### src/rtl/mult_share_arbiter_pkg.sv
// Shared types and helpers for the multiplier-sharing arbiter.
// rr_pick finds the next round-robin grant for up to MAX_REQ requesters.
package mult_share_pkg;

    typedef enum logic [1:0] {
        IDLE = 2'd0,
        MUL  = 2'd1,
        RESP = 2'd2
    } state_t;

    localparam int OP_W    = 8;
    localparam int RES_W   = 16;
    localparam int MAX_REQ = 8;

    // First set bit strictly after 'last', wrapping modulo n; returns 'last' when nothing is valid.
    function automatic logic [2:0] rr_pick(input logic [MAX_REQ-1:0] valid,
                                           input logic [2:0]         last,
                                           input int unsigned        n);
        logic [2:0]  pick;
        logic        found;
        int unsigned idx;
        pick  = last;
        found = 1'b0;
        for (int unsigned k = 1; k <= MAX_REQ; k++) begin
            if ((k <= n) && !found) begin
                idx = (32'(last) + k) % n;
                if (valid[idx[2:0]]) begin
                    pick  = idx[2:0];
                    found = 1'b1;
                end
            end
        end
        return pick;
    endfunction

endpackage

### src/rtl/mult_share_arbiter_rr_arbiter.sv
// Combinational round-robin arbiter: one-hot grant plus binary index.
// The last-grant pointer is owned by the instantiating block.
module rr_arbiter
    import mult_share_pkg::*;
#(
    parameter int NUM_REQ = 4,
    parameter int ID_W    = $clog2(NUM_REQ)
) (
    input  logic [NUM_REQ-1:0] i_valid,
    input  logic [ID_W-1:0]    i_last_gnt,
    input  logic               i_enable,
    output logic [NUM_REQ-1:0] o_gnt,
    output logic [ID_W-1:0]    o_gnt_idx
);

    logic [MAX_REQ-1:0] w_valid_ext;
    logic [2:0]         w_last_ext;
    logic [2:0]         w_pick;

    always_comb begin
        w_valid_ext                = '0;
        w_valid_ext[NUM_REQ-1:0]   = i_valid;
    end

    assign w_last_ext = 3'(i_last_gnt);
    assign w_pick     = rr_pick(w_valid_ext, w_last_ext, NUM_REQ);
    assign o_gnt_idx  = ID_W'(w_pick);

    // Grant only exists while enabled and someone is actually asking.
    assign o_gnt = (i_enable && (|i_valid)) ? (NUM_REQ'(1) << o_gnt_idx) : '0;

endmodule

### src/rtl/mult_share_arbiter.sv
// Shares one 8x8 unsigned multiplier among NUM_REQ requesters, one op in flight.
// Optional perf counters (op_count, stall_count) when MULT_SHARE_PERF_EN is defined.
//
// Handshakes: a transfer happens on a rising edge where valid and ready are both
// high; the source holds valid and payload stable until then, and may drop valid
// beforehand to withdraw. req_ready is combinational in IDLE only; rsp_valid is
// registered and held with rsp_id/rsp_data until rsp_ready.
module mult_share_arbiter
    import mult_share_pkg::*;
#(
    parameter int NUM_REQ = 4,
    parameter int ID_W    = $clog2(NUM_REQ)
) (
    input  logic                    clk,
    input  logic                    rst_n,
    input  logic [NUM_REQ-1:0]      req_valid,
    input  logic [NUM_REQ*OP_W-1:0] req_a,
    input  logic [NUM_REQ*OP_W-1:0] req_b,
    output logic [NUM_REQ-1:0]      req_ready,
    output logic                    rsp_valid,
    input  logic                    rsp_ready,
    output logic [ID_W-1:0]         rsp_id,
    output logic [RES_W-1:0]        rsp_data,
    output logic                    busy,
    output state_t                  dbg_state
`ifdef MULT_SHARE_PERF_EN
    ,
    output logic [15:0]             op_count,
    output logic [15:0]             stall_count
`endif
);

    state_t            r_state;
    logic [ID_W-1:0]   r_last_gnt;
    logic [OP_W-1:0]   r_a_q;
    logic [OP_W-1:0]   r_b_q;
    logic [ID_W-1:0]   r_id_q;
    logic              r_rsp_valid;
    logic [ID_W-1:0]   r_rsp_id;
    logic [RES_W-1:0]  r_rsp_data;

    logic [NUM_REQ-1:0] w_gnt;
    logic [ID_W-1:0]    w_gnt_idx;
    logic [OP_W-1:0]    w_sel_a;
    logic [OP_W-1:0]    w_sel_b;
    logic [RES_W-1:0]   w_product;
    logic               w_rsp_hs;

    rr_arbiter #(
        .NUM_REQ (NUM_REQ),
        .ID_W    (ID_W)
    ) u_rr_arbiter (
        .i_valid    (req_valid),
        .i_last_gnt (r_last_gnt),
        .i_enable   (r_state == IDLE),
        .o_gnt      (w_gnt),
        .o_gnt_idx  (w_gnt_idx)
    );

    assign w_sel_a   = req_a[w_gnt_idx*OP_W +: OP_W];
    assign w_sel_b   = req_b[w_gnt_idx*OP_W +: OP_W];
    assign w_product = RES_W'(r_a_q) * RES_W'(r_b_q);
    assign w_rsp_hs  = r_rsp_valid && rsp_ready;

    always_ff @(posedge clk) begin
        if (!rst_n) begin
            r_state     <= IDLE;
            r_last_gnt  <= ID_W'(NUM_REQ - 1);
            r_a_q       <= '0;
            r_b_q       <= '0;
            r_id_q      <= '0;
            r_rsp_valid <= 1'b0;
            r_rsp_id    <= '0;
            r_rsp_data  <= '0;
        end else begin
            case (r_state)
                IDLE: begin
                    if (|w_gnt) begin
                        r_a_q      <= w_sel_a;
                        r_b_q      <= w_sel_b;
                        r_id_q     <= w_gnt_idx;
                        r_last_gnt <= w_gnt_idx;
                        r_state    <= MUL;
                    end
                end
                MUL: begin
                    r_rsp_data  <= w_product;
                    r_rsp_id    <= r_id_q;
                    r_rsp_valid <= 1'b1;
                    r_state     <= RESP;
                end
                RESP: begin
                    if (w_rsp_hs) begin
                        r_rsp_valid <= 1'b0;
                        r_state     <= IDLE;
                    end
                end
                default: begin
                    r_rsp_valid <= 1'b0;
                    r_state     <= IDLE;
                end
            endcase
        end
    end

    assign req_ready = w_gnt;
    assign rsp_valid = r_rsp_valid;
    assign rsp_id    = r_rsp_id;
    assign rsp_data  = r_rsp_data;
    assign busy      = (r_state != IDLE);
    assign dbg_state = r_state;

`ifdef MULT_SHARE_PERF_EN
    logic [15:0] r_op_count;
    logic [15:0] r_stall_count;

    // op_count wraps naturally; stall_count sticks at all-ones.
    always_ff @(posedge clk) begin
        if (!rst_n) begin
            r_op_count    <= '0;
            r_stall_count <= '0;
        end else begin
            if (w_rsp_hs) begin
                r_op_count <= r_op_count + 16'd1;
            end
            if (r_rsp_valid && !rsp_ready && (r_stall_count != 16'hFFFF)) begin
                r_stall_count <= r_stall_count + 16'd1;
            end
        end
    end

    assign op_count    = r_op_count;
    assign stall_count = r_stall_count;
`endif

endmodule

### config.mk
export PLATFORM = sky130hd
export DESIGN_NAME = mult_share_arbiter
export DESIGN_NICKNAME = d
export VERILOG_FILES = /design/src/rtl/mult_share_arbiter_pkg.sv /design/src/rtl/mult_share_arbiter_rr_arbiter.sv /design/src/rtl/mult_share_arbiter.sv
export SDC_FILE = /design/constraint.sdc
export NUM_CORES = 1
export LEC_CHECK = 0
export BUFFER_PORTS_ARGS = -buffer_cell sky130_fd_sc_hd__buf_2
export CORE_UTILIZATION = 27
export CTS_BUF_LIST = sky130_fd_sc_hd__clkbuf_8
export DETAILED_ROUTE_END_ITERATION = 10
export SLEW_MARGIN = 20
export SYNTH_ARGS = -nofsm -noshare
export SYNTH_HDL_FRONTEND = slang
export SYNTH_SLANG_ARGS = --single-unit
### constraint.sdc
create_clock -name clk -period 4.95 [get_ports clk]
set_input_delay 0.2475 -clock clk [delete_from_list [all_inputs] [get_ports clk]]
set_output_delay 0.2475 -clock clk [all_outputs]
set_load 0.005 [all_outputs]
Word-level counts from Yosys, hierarchy flattened

Index checks and enable logic that the tools add are counted.

Divide/modulo/power cells: 0
Bitwise gates (word level): 1
Muxes and demuxes: 26
Shift-type cells: 3
Reductions and logical operators: 9
Eq/ne operators: 4
Magnitude comparators: 4
$mul: 1
Add/subtract/negate cells: 4

Operators by type and width:

| cell                                                                  | number |
|---|---|
| 32-bit by 6-bit variable part select with 8-bit output                | 2 |
| 2-bit 2-to-1 mux                                                      | 9 |
| 2-bit by 4-bit < comparator with 1-bit output (second input constant) | 4 |
| 8-bit by 8-bit multiplier with 16-bit output                          | 1 |
| 1-bit 2-to-1 mux                                                      | 10 |
| 1-bit binary-select mux with 2-bit select                             | 4 |
| 4-bit OR reduction                                                    | 2 |
| 2-bit case mux with 3 select lines                                    | 1 |
| 2-bit AND reduction                                                   | 3 |
| 2-bit by 1-bit adder with 2-bit output (second input constant)        | 2 |
| 2-bit adder (second input constant)                                   | 2 |
| 4-bit 2-to-1 mux                                                      | 1 |
| 2-bit inequality test (second input constant)                         | 2 |
| 1-bit by 2-bit << shifter with 4-bit output (first input constant)    | 1 |
| 1-bit case mux with 3 select lines                                    | 1 |
| 2-bit by 1-bit == test with 1-bit output (second input constant)      | 1 |
| 2-bit == test (second input constant)                                 | 1 |
| 1-bit logical AND                                                     | 2 |
| 2-bit logical NOT                                                     | 1 |
| 2-bit nonzero test                                                    | 1 |
| 1-bit inverter                                                        | 1 |

Latch bits: 0
Memories: 0
Logic and storage cells: 60
Input bits: 71
Output and inout port bits: 26
RAM bits: 0
Bits in read-only memories: 0
Bits in registers: 41

Longest topological paths before layout

Gate-level depths: netlist of the first run.

Word-level depth: 15
Gate-level depth with buffers: 15

Cells and area by module

Synthesis of the first run repeated with hierarchy kept, for this count alone.

Cells, all modules: 462
Area total of the unflattened synthesis: 4095.2 um^2

Modules (own cells, without submodules):

| module             | area an instance (um^2) | times used | cells an instance | sequential area each (um^2) |
|---|---|---|---|---|
| mult_share_arbiter | 3962.6                  | 1          | 444               | 820.8 |
| rr_arbiter         | 132.6                   | 1          | 18                | 0.0 |

Worst setup path after synthesis of the first run

Ideal clock, no wire load.

Kind: register -> register
Start point: register r_a_q[1]
End point: register r_rsp_data[12] (netlist: rsp_data[12])
Path slack: 0.966 ns
Required time: 4.863 ns
Data arrival time: 3.897 ns
Stages on the path, launching flop included: 14
Path through: dfxtp_1 and2_1 fa_1 fa_1 fa_1 inv_1 fa_1 inv_1 ha_1 o21a_1 o21a_1 a21o_1 o21a_1 o31ai_1

Word-level cells in the longest chain between the ends: 1

Ends and longest elaborated chain:

| what                                         | RTL line                 | source |
|---|---|---|
| start, declared                              | mult_share_arbiter.sv:35 | `logic [OP_W-1:0] r_a_q;` |
| start signal, assigned                       | mult_share_arbiter.sv:79 | `r_a_q <= w_sel_a;` |
| 8-bit by 8-bit multiplier with 16-bit output | mult_share_arbiter.sv:62 | `assign w_product = RES_W'(r_a_q) * RES_W'(r_b_q);` |
| end signal, assigned                         | mult_share_arbiter.sv:87 | `r_rsp_data <= w_product;` |
| end, declared                                | mult_share_arbiter.sv:40 | `logic [RES_W-1:0] r_rsp_data;` |

Every way passes these cells.
A chain may end at the register's enable or synchronous reset.

Worst setup path after layout of the first run

Start point: register r_a_q[3]
End point: register r_rsp_data[12] (netlist: rsp_data[12])

The elaborated chain is that of the path after synthesis.

==> flow_metrics.tcl, run 1 <==
set metrics [dict create \
    status "finished clean" \
    yosysSeqAreaShare_pct 19.1 \
    hold_path_class "input port to flop" \
    cts_max_level 2 \
    start_util_pct 27.9 \
    hold_violations 0 \
    gr-usage-met1_pct 18.3 \
    clkLatencyLatePin_ns 0.31 \
    synth_cell_types 53 \
    final_common_cell "buf_2" \
    portBuffers 96 \
    gr-usage-met3_pct 2.17 \
    startpoint "r_a_q[3]" \
    die_h_um 128 \
    postCtsSetupBuffers 0 \
    grt_max_degree 35 \
    fin_util_pct 32.7 \
    syn2layout_area_growth_pct 17.2 \
    grt_most_used_layer "met2" \
    slew_headroom_pct 34.6 \
    num_rows 45 \
    vias 3695 \
    crit_required_ns 5.17 \
    critPathCaptureType "flop" \
    grt_pass1_wl_um 17100 \
    fmax_mhz 236 \
    overflow 0 \
    p_leak_uw 0.00249 \
    synth_nets 635 \
    die_w_um 128 \
    cts_tree "built" \
    cts_buffer_depth 2 \
    tightestPinTransition_ns 0.982 \
    setup_viol 0 \
    fin_nets 719 \
    clock-root-buffer "clkbuf_8" \
    power_density_nw_per_um2 255 \
    drt-total-wl_um 10300 \
    drv_cap 0 \
    crit_path_start_kind "flop" \
    ios 97 \
    path_max_fanout 9 \
    ys_ff_latch 41 \
    pre_cts_slack_ns 0.726 \
    grt_usage_pct 12.9 \
    grt_pass1_vias 3498 \
    placed_cell_area_um2 4940 \
    via_per_inst 4.69 \
    drive_gt1_share_pct 22.4 \
    drv_slew 0 \
    reg2reg_from "r_a_q[3]" \
    postRouteAntennaNets 0 \
    rsz0062_at_grt "false" \
    drc 0 \
    ys.flop_type "dfxtp_1" \
    crit_type "flop to flop" \
    tns_ns 0 \
    postLayoutSetupSlackWorst_ns 0.714 \
    cts-hold-fix-buffers 0 \
    syn-instance-count 492 \
    core_area_um2 15400 \
    fp.dieArea_um2 16400 \
    layout_common_cells "buf_2 (96), and2_1 (56), nand2_1 (55)" \
    place_hpwl_um 8550 \
    avgRoutedWirePerCell_um 13.1 \
    cts_resized 0 \
    clk_pin_slew_ns 0.09 \
    fin_area_um2 5030 \
    antenna_found_initial 0 \
    synthArstFlopShare_pct 0 \
    arrival_ns 4.46 \
    cts.sinks 41 \
    p_total_uw 1280 \
    n_antenna_cell 0 \
    grt_use_met2_pct 20.2 \
    min_period_ns 4.24 \
    firstDrtPassIters 6 \
    cts-buffers-inserted 5 \
    hp-start "rsp_ready" \
    synth_edf_count 0 \
    period_share_pct 85.6 \
    synthesis.area_um2 4290 \
    syn_avg_cell_area_um2 8.72 \
    place_congestion 0.811 \
    vdd_drop_max_uv 102 \
    worst_clock_skew_ns 0.0101 \
    ys.warnings.count 0 \
    drtIter0Drc 148 \
]
[final timing paths]
kind                  endpoint  slack, ns  depth (start not counted)
setup / recovery  rsp_data[12]       0.71                         13
hold / removal       rsp_valid       0.23                          3
setup reg to reg  rsp_data[12]       0.71                         13
hold reg to reg    rsp_data[2]       0.47                          2
[critical path, cell delays in order, from the launching register on]
cell and delay (ns):
dfxtp_1 0.52, and2_1 0.19, fa_1 0.44, fa_1 0.52, fa_1 0.55, inv_1 0.06
fa_1 0.52, inv_1 0.04, ha_1 0.33, o21a_1 0.23, o21a_1 0.20, a21o_1 0.17
o21a_1 0.16, o31ai_1 0.21
[Yosys cell counts (all sizes together) (3+ instances only)]
library cell / count / area, µm²
a211oi: 35 / 298
a21boi: 9 / 67.6
a21o: 5 / 37.5
a21oi: 8 / 40.0
and2: 56 / 350
and3: 32 / 200
buf: 8 / 67.6
clkbuf: 14 / 52.6
dfxtp: 41 / 821
fa: 36 / 721
ha: 36 / 450
inv: 50 / 188
nand2: 55 / 206
nand2b: 4 / 25.0
nand3: 8 / 40.0
nor2: 12 / 45.0
nor2b: 6 / 40.0
nor3: 3 / 20.0
o211ai: 6 / 45.0
o21a: 5 / 37.5
o21ai: 11 / 58.8
o31ai: 20 / 190
xnor2: 5 / 43.8
[cell type report]
class	instances	area [µm²]
fill	1639	10300
multi-input combinational	379	3160
sequential	41	821
timing repair buffer	99	503
tap	211	264
inverter	50	188
clock buffer	5	68.8
clock inverter	3	21.3
[metal layers]
| layer | wire (µm) | vias up |
|---|---|---|
| li1 | - | 1874 |
| met1 | 5210 | 1694 |
| met2 | 4520 | 120 |
| met3 | 491 | 7 |
| met4 | 94 | 0 |
| met5 | 0 | - |
[logic make-up after synthesis]
| logic type | count (synthesis) | share of synthesized area, % |
|---|---|---|
| AO/OA/AOI/OAI | 114 | 21.6 |
| XOR/XNOR | 7 | 1.43 |
| adder cells (fa/ha/maj) | 72 | 27.3 |
| buffers and inverters | 72 | 7.17 |
| flip-flops | 41 | 19.1 |
| multiplexers | 2 | 0.467 |
| AND/OR/NAND/NOR | 184 | 23.0 |
[state kept, by name, indices dropped and copies added, names as in the netlist]
name and count:
r_last_gnt 2, rsp_valid 1, rsp_id 2, r_b_q 8, dbg_state 2, r_id_q 2
r_a_q 8, rsp_data 16
[report_power, final]
part / internal, µW / switching, µW
logic: 256 / 338
registers: 377 / 78.1
clock network: 100 / 134
total: 733 / 550
[per-stage QoR]
step | hold WS (ns) | cells
after CTS | 0.220 | 788
after floorplan | 0.438 | 492
after detailed placement | 0.460 | 780
final | 0.231 | 788
after global placement | 0.452 | 780
after global routing | 0.260 | 788
Power figures use the tool's default switching activity.
==> run 2, diff against run 1 <==
BUFFER_PORTS_ARGS = -buffer_cell sky130_fd_sc_hd__clkbuf_2   (was -buffer_cell sky130_fd_sc_hd__buf_2)
SETUP_SLACK_MARGIN = 0.05   (was default)
==> flow_metrics.tcl, run 2 (same netlist as run 1, synthesis figures left out) <==
set metrics [dict create \
    status "finished clean" \
    holdPathStages 3 \
    fin_area_um2 5020 \
    nFillCells 1624 \
    cts_max_level 2 \
    layout_common_cells "clkbuf_2 (96), and2_1 (56), nand2_1 (54)" \
    drv_slew 0 \
    fp.dieArea_um2 16400 \
    crit_path_start_kind "flop" \
    rr_endpoint "rsp_data[12]" \
    fmax_mhz 232 \
    grt_pass1_wl_um 17200 \
    grt_max_degree 36 \
    num_rows 45 \
    ff2ff_setup_slack_ns 0.64 \
    min_period_ns 4.31 \
    cts-buffers-inserted 5 \
    p_leak_uw 0.00248 \
    core_area_um2 15400 \
    ios 97 \
    avgRoutedWirePerCell_um 13.1 \
    largest_reg_flops 16 \
    postRouteAntennaNets 0 \
    placed_cell_area_um2 4930 \
    crit_type "flop to flop" \
    critPathCaptureType "flop" \
    grt_usage_pct 12.9 \
    cts_resized 0 \
    postCtsSetupBuffers 0 \
    arrival_ns 4.52 \
    worst_clock_skew_ns 0.0145 \
    vias 3690 \
    start_util_pct 27.9 \
    cts-hold-fix-buffers 0 \
    clkLatencyLatePin_ns 0.31 \
    syn2layout_area_growth_pct 17.1 \
    drc 0 \
    crit_required_ns 5.17 \
    n_antenna_cell 0 \
    slew_headroom_pct 33.4 \
    drtIter0Drc 190 \
    portBuffers 96 \
    power_density_nw_per_um2 255 \
    die_h_um 128 \
    place_hpwl_um 8420 \
    clk_pin_slew_ns 0.09 \
    hp-start "rsp_ready" \
    drive_gt1_share_pct 22.4 \
    multi_input_area_um2 3170 \
    tightestPinTransition_ns 1.00 \
    grt_pass1_vias 3598 \
    seqCellArea_um2 821 \
    final_common_cell "clkbuf_2" \
    antenna_found_initial 0 \
    setup_viol 0 \
    clock-root-buffer "clkbuf_8" \
    hold_path_class "input port to flop" \
    firstDrtPassIters 5 \
    postLayoutSetupSlackWorst_ns 0.642 \
    die_w_um 128 \
    fin_nets 718 \
    rr_worst_depth 14 \
    overflow 0 \
    drv_cap 0 \
    place_congestion 0.812 \
    rsz0062_at_grt "false" \
    via_per_inst 4.69 \
    hold_end "rsp_valid" \
    cts_tree "built" \
    drt-total-wl_um 10300 \
    reg2reg_from "r_a_q[1]" \
    tns_ns 0 \
    hold_violations 0 \
    pre_cts_slack_ns 0.644 \
    period_share_pct 87.0 \
    cts.sinks 41 \
    cts_buffer_depth 2 \
    vdd_drop_max_uv 102 \
    path_max_fanout 9 \
]
-- run 2: changes by cell type in the layout (fill, tap and decap cells not counted), sizes merged --
cell | previous run | this run
clkbuf | 5 | 101
buf | 99 | 2
-- run 2: worst max-delay path by stage --
stage | start | to | slack [ns] | cells past startpoint
2_1_floorplan | r_a_q[1] | rsp_data[12] | 0.97 | 13
3_3_place_gp | r_a_q[1] | rsp_data[10] | 0.73 | 14
3_5_place_dp | r_a_q[2] | rsp_data[12] | 0.64 | 13
4_1_cts | r_a_q[2] | rsp_data[12] | 0.62 | 13
5_1_grt | r_a_q[1] | rsp_data[9] | 0.45 | 14
6_report | r_a_q[1] | rsp_data[12] | 0.64 | 14
-- run 2: critical path: stages, from the launching register on --
cell      delay, ns
dfxtp_1        0.52
nand2_1        0.13
fa_1           0.52
fa_1           0.56
inv_1          0.06
fa_1           0.53
inv_1          0.05
fa_1           0.53
inv_1          0.04
ha_1           0.33
a21oi_1        0.22
o211ai_1       0.14
a21o_1         0.21
o21a_1         0.17
o31ai_1        0.23
-- run 2: power breakdown --
group          internal [µW]  switching [µW]
combinational            254             338
clock                    100             129
sequential               377            81.0
-- run 2: stage by stage --
stage / std cells / total power (µW) / hold WS (ns) / util, %
6_report: 787 / 1280 / 0.229 / 32.7
2_1_floorplan: 492 / 891 / 0.438 / -
3_3_place_gp: 779 / 1050 / 0.460 / 32.1
3_5_place_dp: 779 / 1060 / 0.465 / 32.1
5_1_grt: 787 / 1400 / 0.231 / 32.7
4_1_cts: 787 / 1300 / 0.216 / 32.7
-- run 2: metal layers --
layer | up-vias | global-route usage [%] | wire length [µm]
met5 | - | 0 | 0
met4 | 0 | 2.01 | 76
met3 | 6 | 2.46 | 489
met2 | 107 | 20.7 | 4540
met1 | 1703 | 18.2 | 5210
li1 | 1874 | - | -
-- run 2: area by class of cell --
class	count	area share [%]
Multi-Input combinational cell	379	63.0
Sequential cell	41	16.3
Timing Repair Buffer	98	9.86
Tap cell	211	5.25
Inverter	50	3.74
Clock buffer	5	1.37
Clock inverter	3	0.423
==> run 3, diff against run 2 <==
ABC_AREA = 1   (was default)
==> flow_metrics.tcl, run 3 <==
set metrics [dict create \
    clk_pin_slew_ns 0.08 \
    synth.mux.area_fraction_pct 0 \
    synth_nets 876 \
    path_max_fanout 9 \
    drc 0 \
    ios 97 \
    synthesis.area_um2 4710 \
    yosysTopAreaCell "dfxtp_1" \
    fp.dieArea_um2 18000 \
    postLayoutSetupSlackWorst_ns 0.757 \
    setup_viol 0 \
    drv_slew 0 \
    largest_reg_flops 16 \
    holdPathStages 4 \
    hp-start "rsp_ready" \
    rr_endpoint "rsp_data[14]" \
    synth_cell_types 33 \
    dp.cells 1014 \
    fmax_mhz 239 \
    ys_ff_latch 41 \
    synth_xor_area_share_pct 1.49 \
    fin_nets 944 \
    postCtsSetupBuffers 0 \
    tns_ns 0 \
    hold_path_class "input port to flop" \
    start_util_pct 28.0 \
    arrival_ns 4.39 \
    pre_cts_slack_ns 0.767 \
    via_per_inst 4.37 \
    nFillCells 1891 \
    worst_clock_skew_ns 0.00411 \
    overflow 0 \
    firstDrtPassIters 6 \
    yosysSeqAreaShare_pct 17.4 \
    rr_worst_depth 16 \
    num_rows 47 \
    cts_tree "built" \
    synth-simple-area-share_pct 34.0 \
    synthArstFlopShare_pct 0 \
    die_h_um 134 \
    hold_end "dbg_state[1]" \
    die_w_um 134 \
    crit_type "flop to flop" \
    drt-total-wl_um 12000 \
    cts_max_level 2 \
    crit_slowest_cell "fa_1" \
    ys.warnings.count 0 \
    grt_max_degree 38 \
    syn2layout_area_growth_pct 14.5 \
    power_density_nw_per_um2 490 \
    p_leak_uw 0.00343 \
    postRouteAntennaNets 0 \
    crit_required_ns 5.15 \
    portBuffers 96 \
    grt_pass1_vias 4393 \
    avgRoutedWirePerCell_um 11.7 \
    critPathBufInv 4 \
    drv_cap 0 \
    synth_edf_count 0 \
    syn-instance-count 733 \
    clock-root-buffer "clkbuf_8" \
    reg2reg_from "r_a_q[0]" \
    cts_buffer_depth 2 \
    layout_common_cells "nand2_1 (216), inv_1 (142), clkbuf_2 (96)" \
    ys_top_cells_by_area "dfxtp_1 (17%), nand2_1 (17%), fa_1 (15%)" \
    period_share_pct 84.7 \
    final_cells 1022 \
    antenna_found_initial 0 \
    ys.flop_type "dfxtp_1" \
    crit_family "adder cells" \
    n_antenna_cell 0 \
    cts.sinks 41 \
    cts-buffers-inserted 5 \
    core_area_um2 16800 \
    slew_headroom_pct 44.9 \
    min_period_ns 4.19 \
    rsz0062_at_grt "false" \
    yosysMostFrequentCell "nand2_1" \
    path_cells "nand2_1 -> fa_1 -> fa_1 -> inv_1 -> fa_1 -> inv_1 -> fa_1 -> inv_1 -> ha_1 -> a21oi_1 -> o21ai_0 -> nand2_1 -> nand4_1 -> xor2_1 -> o21ai_0 -> inv_1" \
    vdd_drop_max_uv 242 \
    startpoint "r_a_q[0]" \
    clkLatencyLatePin_ns 0.30 \
    drive_gt1_share_pct 16.6 \
    place_congestion 0.866 \
    grt_usage_pct 14.2 \
    status "finished clean" \
    yosys.area.top_type_share_pct 17.4 \
    place_hpwl_um 9760 \
    tightestPinTransition_ns 0.822 \
    cts_resized 0 \
    drtIter0Drc 203 \
    hold_violations 0 \
    critPathCaptureType "flop" \
    synth_top_family_by_area "simple AND/OR/NAND/NOR gates" \
    final_common_cell "nand2_1" \
    synth-compound-area-share_pct 5.84 \
    ys_top_cells_by_count "nand2_1 (216), inv_1 (141), nor2_1 (70)" \
    cts-hold-fix-buffers 0 \
    grt_pass1_wl_um 20700 \
    crit_path_start_kind "flop" \
    synthAdderAreaFrac_pct 24.9 \
    ff2ff_setup_slack_ns 0.76 \
    p_total_uw 2640 \
    syn_avg_cell_area_um2 6.42 \
    max_stage_delay_ns 0.54 \
    vias 4464 \
]
==> run 3: cell types whose count changed after synthesis, moves of 12 or more <==
cell | before | now
and3_1 | 32 | 0
o31ai_1 | 12 | 0
nand2_2 | 0 | 12
inv_1 | 50 | 141
and2_1 | 56 | 0
nor2_1 | 12 | 70
nand3_1 | 8 | 67
nand2_1 | 55 | 216
a211oi_1 | 28 | 0
==> run 3: kinds of logic after synthesis <==
kind of cell,Yosys count
AOI/OAI and AO/OA,47
xor gates and xnor gates,8
adders and majority gates,72
DFF,41
and+or+nand+nor,380
buffers and inverters,185
==> run 3: through the flow <==
step	utilization [%]	instance area [µm²]	hold WS [ns]
5_1_grt	32.1	5390	0.291
3_3_place_gp	31.4	5280	0.457
6_report	32.1	5390	0.265
3_5_place_dp	31.4	5280	0.461
2_1_floorplan	-	4710	0.383
4_1_cts	32.1	5390	0.252
==> run 3: metal layers <==
layer  vias up  routed length (µm)  global-route usage [%]
li1       2340                   -                       -
met1      1981                5490                    17.9
met2       128                5770                    25.2
met3        15                 492                    1.47
met4         0                 234                    4.62
met5         -                   0                       0
==> run 3: worst max-delay path by stage <==
stage,to,slack [ns],cells past startpoint
CTS,rsp_data[14],0.75,16
global route,rsp_data[14],0.50,16
finish,rsp_data[14],0.76,16
floorplan,rsp_data[14],0.92,17
detailed placement,rsp_data[14],0.77,16
global placement,rsp_data[14],0.82,16
==> run 3: area by class of cell <==
| class | instances | area (µm²) | share of cell area, % |
|---|---|---|---|
| Sequential cell | 41 | 821 | 15.2 |
| Multi-Input combinational cell | 507 | 3120 | 57.8 |
| Tap cell | 220 | 275 | 5.10 |
| Inverter | 147 | 559 | 10.4 |
| Clock buffer | 6 | 82.6 | 1.53 |
| Timing Repair Buffer | 99 | 503 | 9.32 |
| Clock inverter | 2 | 33.8 | 0.626 |
==> run 3: worst min-delay path: cells and delay by family <==
kind | cells | cell delay [ns]
simple gates | 2 | 0.13
compound gates | 1 | 0.06
buf+inv | 1 | 0.08
==> run 3: power by group <==
group	total (µW)	internal [µW]	switching (µW)	leakage, µW
registers	581	419	162	0.000339
logic	1780	633	1150	0.00303
clock network	281	162	119	0.0000626
